[src/rtl/intr_ctrl_pkg.sv]
// ============================================================================
// intr_ctrl_pkg : shared encodings and helpers for the interrupt controller
// Revision      : 1.0
// ============================================================================
`default_nettype none

package intr_ctrl_pkg;

  localparam int N_SRC = 4;

  localparam logic [1:0] SRC_EXT1  = 2'd0;
  localparam logic [1:0] SRC_EXT2  = 2'd1;
  localparam logic [1:0] SRC_EXT3  = 2'd2;
  localparam logic [1:0] SRC_TIMER = 2'd3;

  typedef enum logic [1:0] {
    IDLE     = 2'd0,
    DISPATCH = 2'd1,
    SERVICE  = 2'd2
  } state_e;

  // Lowest set index wins; result is don't-care when req is zero.
  function automatic logic [1:0] prio_pick(input logic [N_SRC-1:0] req);
    logic [1:0] idx;
    idx = SRC_TIMER;
    for (int i = N_SRC - 1; i >= 0; i--) begin
      if (req[i]) idx = 2'(i);
    end
    return idx;
  endfunction

  function automatic logic [N_SRC-1:0] onehot(input logic [1:0] idx);
    return 4'b0001 << idx;
  endfunction

endpackage

`default_nettype wire

[src/rtl/intr_ctrl_if.sv]
// ============================================================================
// intr_ctrl_if : request, software-register and control-unit signals
// Revision     : 1.0
// ============================================================================
`default_nettype none

interface intr_ctrl_if #(
  parameter int TIMER_W = 16
);
  logic [2:0]         irq_in;
  logic               mask_we;
  logic [3:0]         mask_in;
  logic               tmr_we;
  logic [TIMER_W-1:0] tmr_reload;
  logic               int_ack;
  logic               reti;
  logic               ie1;
  logic               ie2;
  logic               ie3;
  logic               ie4;
  logic [3:0]         pending;
  logic [3:0]         in_service;
  logic               busy;

  modport master (
    output irq_in, mask_we, mask_in, tmr_we, tmr_reload, int_ack, reti,
    input  ie1, ie2, ie3, ie4, pending, in_service, busy
  );

  modport slave (
    input  irq_in, mask_we, mask_in, tmr_we, tmr_reload, int_ack, reti,
    output ie1, ie2, ie3, ie4, pending, in_service, busy
  );
endinterface

`default_nettype wire

[src/rtl/intr_ctrl_timer.sv]
// ============================================================================
// intr_timer : periodic reload down-counter raising a terminal-count pulse
// Revision   : 1.0
// ============================================================================
`default_nettype none

module intr_timer #(
  parameter int TIMER_W = 16
) (
  input  logic               clk,
  input  logic               reset,
  input  logic               tmr_we,
  input  logic [TIMER_W-1:0] tmr_reload,
  output logic               tc
);

  logic [TIMER_W-1:0] reload_q, reload_d;
  logic [TIMER_W-1:0] cnt_q, cnt_d;

  always_comb begin
    reload_d = reload_q;
    cnt_d    = cnt_q;
    tc       = 1'b0;
    // A software load during terminal count suppresses that cycle's pulse.
    if (tmr_we) begin
      reload_d = tmr_reload;
      cnt_d    = tmr_reload;
    end else if (reload_q != '0) begin
      if (cnt_q == TIMER_W'(1)) begin
        cnt_d = reload_q;
        tc    = 1'b1;
      end else if (cnt_q == '0) begin
        cnt_d = reload_q;
      end else begin
        cnt_d = cnt_q - TIMER_W'(1);
      end
    end
  end

  always_ff @(posedge clk or negedge reset) begin
    if (!reset) begin
      reload_q <= '0;
      cnt_q    <= '0;
    end else begin
      reload_q <= reload_d;
      cnt_q    <= cnt_d;
    end
  end

endmodule

`default_nettype wire

[src/rtl/intr_ctrl.sv]
// ============================================================================
// intr_ctrl : prioritised, masked, one-at-a-time interrupt dispatcher
// Revision  : 1.0
// ============================================================================
`default_nettype none

module intr_ctrl
  import intr_ctrl_pkg::*;
#(
  parameter int TIMER_W     = 16,
  parameter int SYNC_STAGES = 2
) (
  input  logic        clk,
  input  logic        reset,
  intr_ctrl_if.slave  bus
);

  logic [SYNC_STAGES-1:0][2:0] sync_q, sync_d;
  logic [2:0]       edge_q, edge_d;
  logic [2:0]       rise;
  logic             tmr_tc;
  logic [N_SRC-1:0] set_vec;
  logic [N_SRC-1:0] clr_vec;
  logic [N_SRC-1:0] eligible;
  logic [N_SRC-1:0] ie_vec;

  logic [N_SRC-1:0] pending_q, pending_d;
  logic [N_SRC-1:0] in_service_q, in_service_d;
  logic [3:0]       mask_q, mask_d;
  logic [1:0]       winner_q, winner_d;
  state_e           state_q, state_d;

  intr_timer #(
    .TIMER_W (TIMER_W)
  ) u_timer (
    .clk        (clk),
    .reset      (reset),
    .tmr_we     (bus.tmr_we),
    .tmr_reload (bus.tmr_reload),
    .tc         (tmr_tc)
  );

  always_comb begin
    sync_d = {sync_q[SYNC_STAGES-2:0], bus.irq_in};
    edge_d = sync_q[SYNC_STAGES-1];
    rise   = sync_q[SYNC_STAGES-1] & ~edge_q;

    set_vec            = '0;
    set_vec[SRC_EXT1]  = rise[0];
    set_vec[SRC_EXT2]  = rise[1];
    set_vec[SRC_EXT3]  = rise[2];
    set_vec[SRC_TIMER] = tmr_tc;
  end

  always_comb begin
    state_d      = state_q;
    winner_d     = winner_q;
    in_service_d = in_service_q;
    mask_d       = bus.mask_we ? bus.mask_in : mask_q;
    clr_vec      = '0;
    eligible     = pending_q & mask_q;

    case (state_q)
      IDLE: begin
        if (bus.int_ack && (eligible != '0)) begin
          winner_d = prio_pick(eligible);
          state_d  = DISPATCH;
        end
      end
      DISPATCH: begin
        clr_vec      = onehot(winner_q);
        in_service_d = onehot(winner_q);
        state_d      = SERVICE;
      end
      SERVICE: begin
        if (bus.reti) begin
          in_service_d = '0;
          state_d      = IDLE;
        end
      end
      default: state_d = IDLE;
    endcase

    // A fresh edge on the source being cleared keeps it pending.
    pending_d = (pending_q & ~clr_vec) | set_vec;
  end

  always_ff @(posedge clk or negedge reset) begin
    if (!reset) begin
      sync_q       <= '0;
      edge_q       <= '0;
      pending_q    <= '0;
      in_service_q <= '0;
      mask_q       <= '0;
      winner_q     <= '0;
      state_q      <= IDLE;
    end else begin
      sync_q       <= sync_d;
      edge_q       <= edge_d;
      pending_q    <= pending_d;
      in_service_q <= in_service_d;
      mask_q       <= mask_d;
      winner_q     <= winner_d;
      state_q      <= state_d;
    end
  end

  assign ie_vec         = (state_q == DISPATCH) ? onehot(winner_q) : '0;
  assign bus.ie1        = ie_vec[0];
  assign bus.ie2        = ie_vec[1];
  assign bus.ie3        = ie_vec[2];
  assign bus.ie4        = ie_vec[3];
  assign bus.pending    = pending_q;
  assign bus.in_service = in_service_q;
  assign bus.busy       = (state_q == DISPATCH) || (state_q == SERVICE);

endmodule

`default_nettype wire

[src/flat_wrapper.sv]
// flat-port wrapper written by rule: the top's interface ports become plain ports
module intr_ctrl_flat import intr_ctrl_pkg::*;
#(
  parameter int TIMER_W     = 16,
  parameter int SYNC_STAGES = 2
)
  (clk, reset, bus_irq_in, bus_mask_we, bus_mask_in, bus_tmr_we, bus_tmr_reload, bus_int_ack, bus_reti, bus_ie1, bus_ie2, bus_ie3, bus_ie4, bus_pending, bus_in_service, bus_busy);
  intr_ctrl_if #(.TIMER_W(TIMER_W)) bus_i ();
  input  logic clk;
  input  logic reset;
  input wire logic [$bits(bus_i.irq_in)-1:0] bus_irq_in;
  input wire logic [$bits(bus_i.mask_we)-1:0] bus_mask_we;
  input wire logic [$bits(bus_i.mask_in)-1:0] bus_mask_in;
  input wire logic [$bits(bus_i.tmr_we)-1:0] bus_tmr_we;
  input wire logic [$bits(bus_i.tmr_reload)-1:0] bus_tmr_reload;
  input wire logic [$bits(bus_i.int_ack)-1:0] bus_int_ack;
  input wire logic [$bits(bus_i.reti)-1:0] bus_reti;
  output wire logic [$bits(bus_i.ie1)-1:0] bus_ie1;
  output wire logic [$bits(bus_i.ie2)-1:0] bus_ie2;
  output wire logic [$bits(bus_i.ie3)-1:0] bus_ie3;
  output wire logic [$bits(bus_i.ie4)-1:0] bus_ie4;
  output wire logic [$bits(bus_i.pending)-1:0] bus_pending;
  output wire logic [$bits(bus_i.in_service)-1:0] bus_in_service;
  output wire logic [$bits(bus_i.busy)-1:0] bus_busy;
  assign bus_i.irq_in = bus_irq_in;
  assign bus_i.mask_we = bus_mask_we;
  assign bus_i.mask_in = bus_mask_in;
  assign bus_i.tmr_we = bus_tmr_we;
  assign bus_i.tmr_reload = bus_tmr_reload;
  assign bus_i.int_ack = bus_int_ack;
  assign bus_i.reti = bus_reti;
  assign bus_ie1 = bus_i.ie1;
  assign bus_ie2 = bus_i.ie2;
  assign bus_ie3 = bus_i.ie3;
  assign bus_ie4 = bus_i.ie4;
  assign bus_pending = bus_i.pending;
  assign bus_in_service = bus_i.in_service;
  assign bus_busy = bus_i.busy;
  intr_ctrl #(.TIMER_W(TIMER_W), .SYNC_STAGES(SYNC_STAGES)) u_core (.clk(clk), .reset(reset), .bus(bus_i));
endmodule
[config.mk]
export PLATFORM = sky130hd
export DESIGN_NAME = intr_ctrl_flat
export DESIGN_NICKNAME = d
export VERILOG_FILES = /design/src/rtl/intr_ctrl_pkg.sv /design/src/rtl/intr_ctrl_if.sv /design/src/rtl/intr_ctrl_timer.sv /design/src/rtl/intr_ctrl.sv /design/src/flat_wrapper.sv
export SDC_FILE = /design/constraint.sdc
export NUM_CORES = 1
export LEC_CHECK = 0
export CORE_MARGIN = 2
export CORE_UTILIZATION = 55
export DETAILED_ROUTE_END_ITERATION = 12
export PLACE_DENSITY_LB_ADDON = 0.12
export SYNTH_ARGS = -nofsm -noshare
export SYNTH_HDL_FRONTEND = slang
export SYNTH_HIERARCHICAL = 1
export SYNTH_SLANG_ARGS = --single-unit
[constraint.sdc]
create_clock -name clk -period 3.31 [get_ports clk]
set_input_delay 0.662 -clock clk [delete_from_list [all_inputs] [get_ports clk]]
set_output_delay 0.662 -clock clk [all_outputs]
set_load 0.05 [all_outputs]
==> flow_metrics.env, run 1 <==
export IMPL_yosys_warnings=6
export IMPL_cts_tree="done"
export IMPL_clk_pin_slew_ps=70
export IMPL_clock_fmax_ghz=0.347
export IMPL_synth_net_count=320
export IMPL_wl_um=6790
export IMPL_setup_violations=0
export IMPL_period_needed_ps=2890
export IMPL_io_buffers=41
export IMPL_die_height_um=77.0
export IMPL_syn_area_um2=2930
export IMPL_clock_insertion_delay_worst_skew_ps=320
export IMPL_crit_type="reg -> out"
export IMPL_rsz0062_at_grt="no"
export IMPL_vias=2435
export IMPL_slew_viol_final=0
export IMPL_vdd_ir_drop_max_mv=0.384
export IMPL_root_buffer="clkbuf_8"
export IMPL_grt_pass1_wl_um=12000
export IMPL_grt_start_max_net_pins=45
export IMPL_synthCells=285
export IMPL_synth_top_area_cell="dfrtp_1"
export IMPL_power_mw=2.39
export IMPL_numCtsBuffers=9
export IMPL_syn_to_final_growth_pct=23.7
export IMPL_p_per_area_nw_per_um2=660
export IMPL_cts_resized_gates=0
export IMPL_power_frac_clock_pct=29.7
export IMPL_instances_no_fill=406
export IMPL_min_path_type="in -> async"
export IMPL_post_cts_buffers=0
export IMPL_overflow=0
export IMPL_leakagePower_nw=1.58
export IMPL_rows=26
export IMPL_ys_flop_type="dfrtp_1"
export IMPL_ys_ff_latch=57
export IMPL_drt_iter0_markers=267
export IMPL_post_place_cells=391
export IMPL_grtUsageTotal_pct=25.8
export IMPL_firstDrtPassIters=4
export IMPL_post_route_util_pct=70.9
export IMPL_cp_data_required_time_ps=2650
export IMPL_core_area_um2=5110
export IMPL_fillers=402
export IMPL_drive_gt1_share_pct=16.1
export IMPL_cp_data_arrival_time_ps=2220
export IMPL_slowest_delay_ps=870
export IMPL_fin_tns_setup_ps=0
export IMPL_seq_area_um2=1430
export IMPL_gp_congestion=0.876
export IMPL_whs_ps=219
export IMPL_detail_route_wl_per_cell_um=16.7
export IMPL_end_kind="primary output"
export IMPL_die_x_um=77.0
export IMPL_cell_internal_pwr_mw=1.55
export IMPL_synthTopCellsByArea="dfrtp_1 49%, mux2_2 5.0%, o21ai_0 4.1%"
export IMPL_synth_top_area_share_pct=48.7
export IMPL_cts_sinks=57
export IMPL_die_area_um2=5930
export IMPL_synth_edff_count=0
export IMPL_initial_core_util_pct=57.3
export IMPL_relSlewSlack_pct=60.2
export IMPL_path_max_fanout=5
export IMPL_antenna_found_initial=0
export IMPL_postSynthAreaPerCell_um2=10.3
export IMPL_seqPwrFrac_pct=38.7
export IMPL_layout_worst_path_cycle_share_pct=87.2
export IMPL_antenna_cells=0
export IMPL_crit_path_cell_trace="inv_1, ha_1, nor3b_1, clkdlybuf4s50_1"
export IMPL_hold_viol=0
export IMPL_cts_buffer_depth=2
export IMPL_post_dp_hpwl_um=4850
export IMPL_final_nets=367
export IMPL_grt_pass1_vias=2380
export IMPL_power_share_switching_pct=35.1
export IMPL_yosysSeqAreaShare_pct=48.7
export IMPL_slowest_stage="clkdlybuf4s50_1"
export IMPL_start_kind="flip-flop"
export IMPL_postSynth_asyncResetShare_pct=100
export IMPL_tightestPinTransition_ps=595
export IMPL_postRouteAntennaNets=0
export IMPL_maxCapViolCount=0
export IMPL_io_pins=42
export IMPL_p_switching_uw=840
export IMPL_viasPerCell=6.00
export IMPL_pwr_share_comb_pct=31.6
export IMPL_drc=0
export IMPL_status="finished clean"
export IMPL_hold_buffers=0
export IMPL_multi_input_area_um2=1340
export IMPL_synth_distinct_cells=63
export IMPL_htreeDepth=3
export IMPL_skew_ps=7.01
==> cells in the final DEF (no fill, tap or decap), drive strengths merged, types with 3 or more instances in the layout <==
master         Yosys  final
nor4               6      6
a211oi             5      5
mux2              15     15
a21oi             19     19
or3                3      3
nor2              10     10
o31ai              3      3
nor3              14     14
nand3              5      5
buf                5      8
clkbuf             7     10
nand2             22     22
inv               25     25
o21ai             26     26
and3               4      4
clkdlybuf4s50      0     40
nor2b              3      3
nand4              4      4
dfrtp             57     57
o22ai              3      3
a31oi              4      4
ha                 6      6
a22oi              6      6
==> cell usage after synthesis, types with 2 or more instances <==
| library cell | count |
|---|---|
| buf_6 | 3 |
| o22ai_1 | 3 |
| nand3_1 | 5 |
| a21oi_1 | 18 |
| nor2b_1 | 3 |
| nor3_1 | 11 |
| nor2_1 | 9 |
| nor3b_1 | 2 |
| inv_1 | 25 |
| a32oi_1 | 2 |
| o21ai_1 | 2 |
| clkbuf_1 | 7 |
| o21ai_0 | 24 |
| a22oi_1 | 4 |
| a31oi_1 | 4 |
| a211oi_1 | 4 |
| mux2_4 | 2 |
| nand2_1 | 22 |
| dfrtp_1 | 57 |
| xnor2_1 | 2 |
| ha_1 | 6 |
| o31ai_1 | 2 |
| or3_1 | 2 |
| and3_1 | 4 |
| mux2_2 | 13 |
| and3b_1 | 2 |
| a2111oi_0 | 2 |
| nor3_2 | 3 |
| nand4_1 | 4 |
| nor4_1 | 5 |
==> cell type report <==
| cell class | count | area share, % |
|---|---|---|
| clock buffers | 10 | 3.80 |
| inverters | 25 | 2.59 |
| multi-input cells | 191 | 37.0 |
| flip-flops and latches | 57 | 39.4 |
| repair buffers | 48 | 12.6 |
| clock inverters | 5 | 2.21 |
| well taps | 70 | 2.42 |
==> path summary, 6_finish.rpt <==
check	from	end	slack (ps)	depth (start not counted)
min in group clk	u_core/sync_d[5]	u_core/edge_d[2]	350	0
max in group asynchronous	reset	u_core/u_timer/reload_q[6]	2400	2
worst min-delay path	reset	u_core/state_q[0]	220	1
worst max register to register	u_core/u_timer/cnt_q[0]	u_core/u_timer/cnt_q[14]	1090	8
worst max-delay path	u_core/state_q[1]	bus_ie1	420	4
worst min register to register	u_core/sync_d[5]	u_core/edge_d[2]	350	0
==> worst max-delay path: cells and delay by family, from the launching register on <==
family        cells  cell delay (ps)
fa+ha+maj         1              210
buf+inv           2              970
flops             1              400
simple gates      1              320
==> through the flow <==
stage	setup WS (ps)	instance area, um^2
after floorplan	753	2930
after global placement	789	3410
after detailed placement	765	3410
after CTS	395	3620
after global routing	225	3620
final	425	3620
==> kinds of logic (layout without fill, tap and decap cells) <==
logic type	count (synthesis)	in the layout	synth area share (%)
buf+inv	37	88	5.55
mux	16	16	6.36
flops	57	57	48.7
xor+xnor	2	2	0.598
simple gates	80	80	15.5
compound gates	87	87	20.7
fa+ha+maj	6	6	2.56
==> power by group through the flow <==
stage	Clock, mW	Sequential [mW]	Combinational (mW)
detailed placement	0	0.935	0.755
global route	0.766	0.945	0.820
floorplan	0	1.03	0.405
CTS	0.727	0.924	0.761
global placement	0	0.932	0.743
finish	0.710	0.926	0.756
==> state kept, by name (all words and copies together) (netlist names) <==
name / count
u_core/u_timer/reload_q: 16
u_core/mask_q: 4
u_core/edge_d: 3
u_core/bus.pending: 4
u_core/bus.in_service: 4
u_core/winner_q: 2
u_core/u_timer/cnt_q: 16
u_core/edge_q: 3
u_core/state_q: 2
u_core/sync_d: 3
==> routing by layer <==
| metal | vias up | GRT usage, % | routed length (um) |
|---|---|---|---|
| li1 | 1140 | - | - |
| met1 | 1192 | 37.6 | 3110 |
| met2 | 97 | 38.1 | 3130 |
| met3 | 6 | 5.41 | 502 |
| met4 | 0 | 9.46 | 52 |
| met5 | - | 0 | 0 |
No activity file was read; power rests on OpenSTA's default activity.
==> run 2, diff against run 1 <==
--- a/config.mk
+++ b/config.mk
@@ -5,8 +5,8 @@
 export SDC_FILE = /design/constraint.sdc
 export NUM_CORES = 1
 export LEC_CHECK = 0
-export CORE_MARGIN = 2
-export CORE_UTILIZATION = 55
+export CORE_MARGIN = 3
+export CORE_UTILIZATION = 50
 export DETAILED_ROUTE_END_ITERATION = 12
 export PLACE_DENSITY_LB_ADDON = 0.12
 export SYNTH_ARGS = -nofsm -noshare
==> run 2 against run 1 <==
Compared with the run above: cell area shrank 1.1%; sequential cell count is the same; critical path depth is the same; die area grew 15%; clock skew shrank 1.8 ps; worst setup slack lost 46 ps; clock power shrank 18%; via count shrank 2.2%; utilization shrank 6.7 points; sequential power is essentially flat.
==> flow_metrics.env, run 2 (same netlist as run 1, synthesis figures left out) <==
export IMPL_status="finished clean"
export IMPL_grt_pass1_wl_um=11500
export IMPL_clock_insertion_delay_worst_skew_ps=340
export IMPL_cp_data_required_time_ps=2650
export IMPL_grt_pass1_vias=2294
export IMPL_cts_buffer_depth=2
export IMPL_antenna_found_initial=0
export IMPL_instances_no_fill=408
export IMPL_postRouteAntennaNets=0
export IMPL_cts_tree="done"
export IMPL_drive_gt1_share_pct=16.1
export IMPL_maxCapViolCount=0
export IMPL_path_max_fanout=5
export IMPL_overflow=0
export IMPL_end_kind="primary output"
export IMPL_min_path_type="in -> async"
export IMPL_die_height_um=82.5
export IMPL_detail_route_wl_per_cell_um=16.4
export IMPL_p_per_area_nw_per_um2=631
export IMPL_vias=2381
export IMPL_crit_type="reg -> out"
export IMPL_syn_to_final_growth_pct=22.3
export IMPL_skew_ps=5.17
export IMPL_core_area_um2=5570
export IMPL_tightestPinTransition_ps=582
export IMPL_antenna_cells=0
export IMPL_die_area_um2=6810
export IMPL_slew_viol_final=0
export IMPL_initial_core_util_pct=52.5
export IMPL_die_x_um=82.5
export IMPL_drt_iter0_markers=168
export IMPL_dpl_cell_area_um2=3400
export IMPL_leakagePower_nw=1.55
export IMPL_clock_fmax_ghz=0.341
export IMPL_post_cts_buffers=0
export IMPL_htreeDepth=3
export IMPL_final_common_cell="dfrtp_1"
export IMPL_cp_data_arrival_time_ps=2270
export IMPL_cts_resized_gates=0
export IMPL_final_cell_area_um2=3580
export IMPL_viasPerCell=5.84
export IMPL_post_dp_hpwl_um=4690
export IMPL_rows=27
export IMPL_relSlewSlack_pct=61.1
export IMPL_cts_sinks=57
export IMPL_hold_viol=0
export IMPL_vdd_ir_drop_max_mv=0.434
export IMPL_io_buffers=41
export IMPL_gp_congestion=0.854
export IMPL_setup_violations=0
export IMPL_grt_start_max_net_pins=45
export IMPL_hold_buffers=0
export IMPL_io_pins=42
export IMPL_drc=0
export IMPL_period_needed_ps=2930
export IMPL_wl_um=6680
export IMPL_reg_top3="u_core/u_timer/cnt_q x16, u_core/u_timer/reload_q x16"
export IMPL_clk_pin_slew_ps=70
export IMPL_post_place_cells=392
export IMPL_firstDrtPassIters=4
export IMPL_start_kind="flip-flop"
export IMPL_layout_common_cells="57 x dfrtp_1, 40 x clkdlybuf4s50_1, 25 x inv_1"
export IMPL_final_nets=366
export IMPL_rsz0062_at_grt="no"
export IMPL_grtUsageTotal_pct=22.8
export IMPL_numCtsBuffers=9
export IMPL_layout_worst_path_cycle_share_pct=88.6
export IMPL_fin_tns_setup_ps=0
export IMPL_root_buffer="clkbuf_8"
run 2: cell types whose count changed in the layout (fill, tap and decap cells not counted):
cell,delta
buf_4,-1
clkinvlp_4,+2
clkinv_4,+1
bufinv_16,-2
run 2: stage by stage:
stage	utilization (%)	power, mW	hold WS [ps]	worst slack (ps)
after floorplan	-	1.44	331	753
after global placement	61.0	1.68	334	807
after detailed placement	61.0	1.69	340	749
after CTS	64.3	2.28	221	344
after global routing	64.3	2.40	232	251
final	64.3	2.26	224	378
run 2: final timing paths:
check	start	end	slack (ps)	cells after the start
min	reset	u_core/bus.in_service[1]	220	1
max reg2reg	u_core/u_timer/cnt_q[12]	u_core/u_timer/cnt_q[0]	1100	5
min reg2reg	u_core/sync_d[5]	u_core/edge_d[2]	350	0
max in group asynchronous	reset	u_core/u_timer/cnt_q[6]	2240	2
min in group clk	u_core/sync_d[5]	u_core/edge_d[2]	350	0
max	u_core/state_q[1]	bus_ie1	380	4
run 2: worst max-delay path, cell delays in order (launching register included):
cell	delay [ps]
dfrtp_1	390
inv_1	80
ha_1	220
nor3b_1	360
clkdlybuf4s50_1	880
run 2: area by class of cell:
class,count,area (um^2)
clock buffer,10,138
clock inverter,6,43.8
fill,484,1990
inverter,25,93.8
multi-input combinational,191,1340
sequential,57,1430
tap,72,90.1
timing repair buffer,47,450
run 2: routing by layer:
layer  routed length [um]  vias up  track usage (%)
met3                  516       11             5.31
met4                  114        0             10.1
met1                 3160     1141             33.7
met5                    0        -                0
met2                 2890       86             31.7
li1                     -     1143                -
run 2: power by group:
part	switching, mW	leakage, nW	internal, mW	total, mW
sequential	0.115	0.681	0.808	0.924
combinational	0.451	0.789	0.305	0.756
clock	0.289	0.0805	0.290	0.579
total	0.856	1.55	1.40	2.26
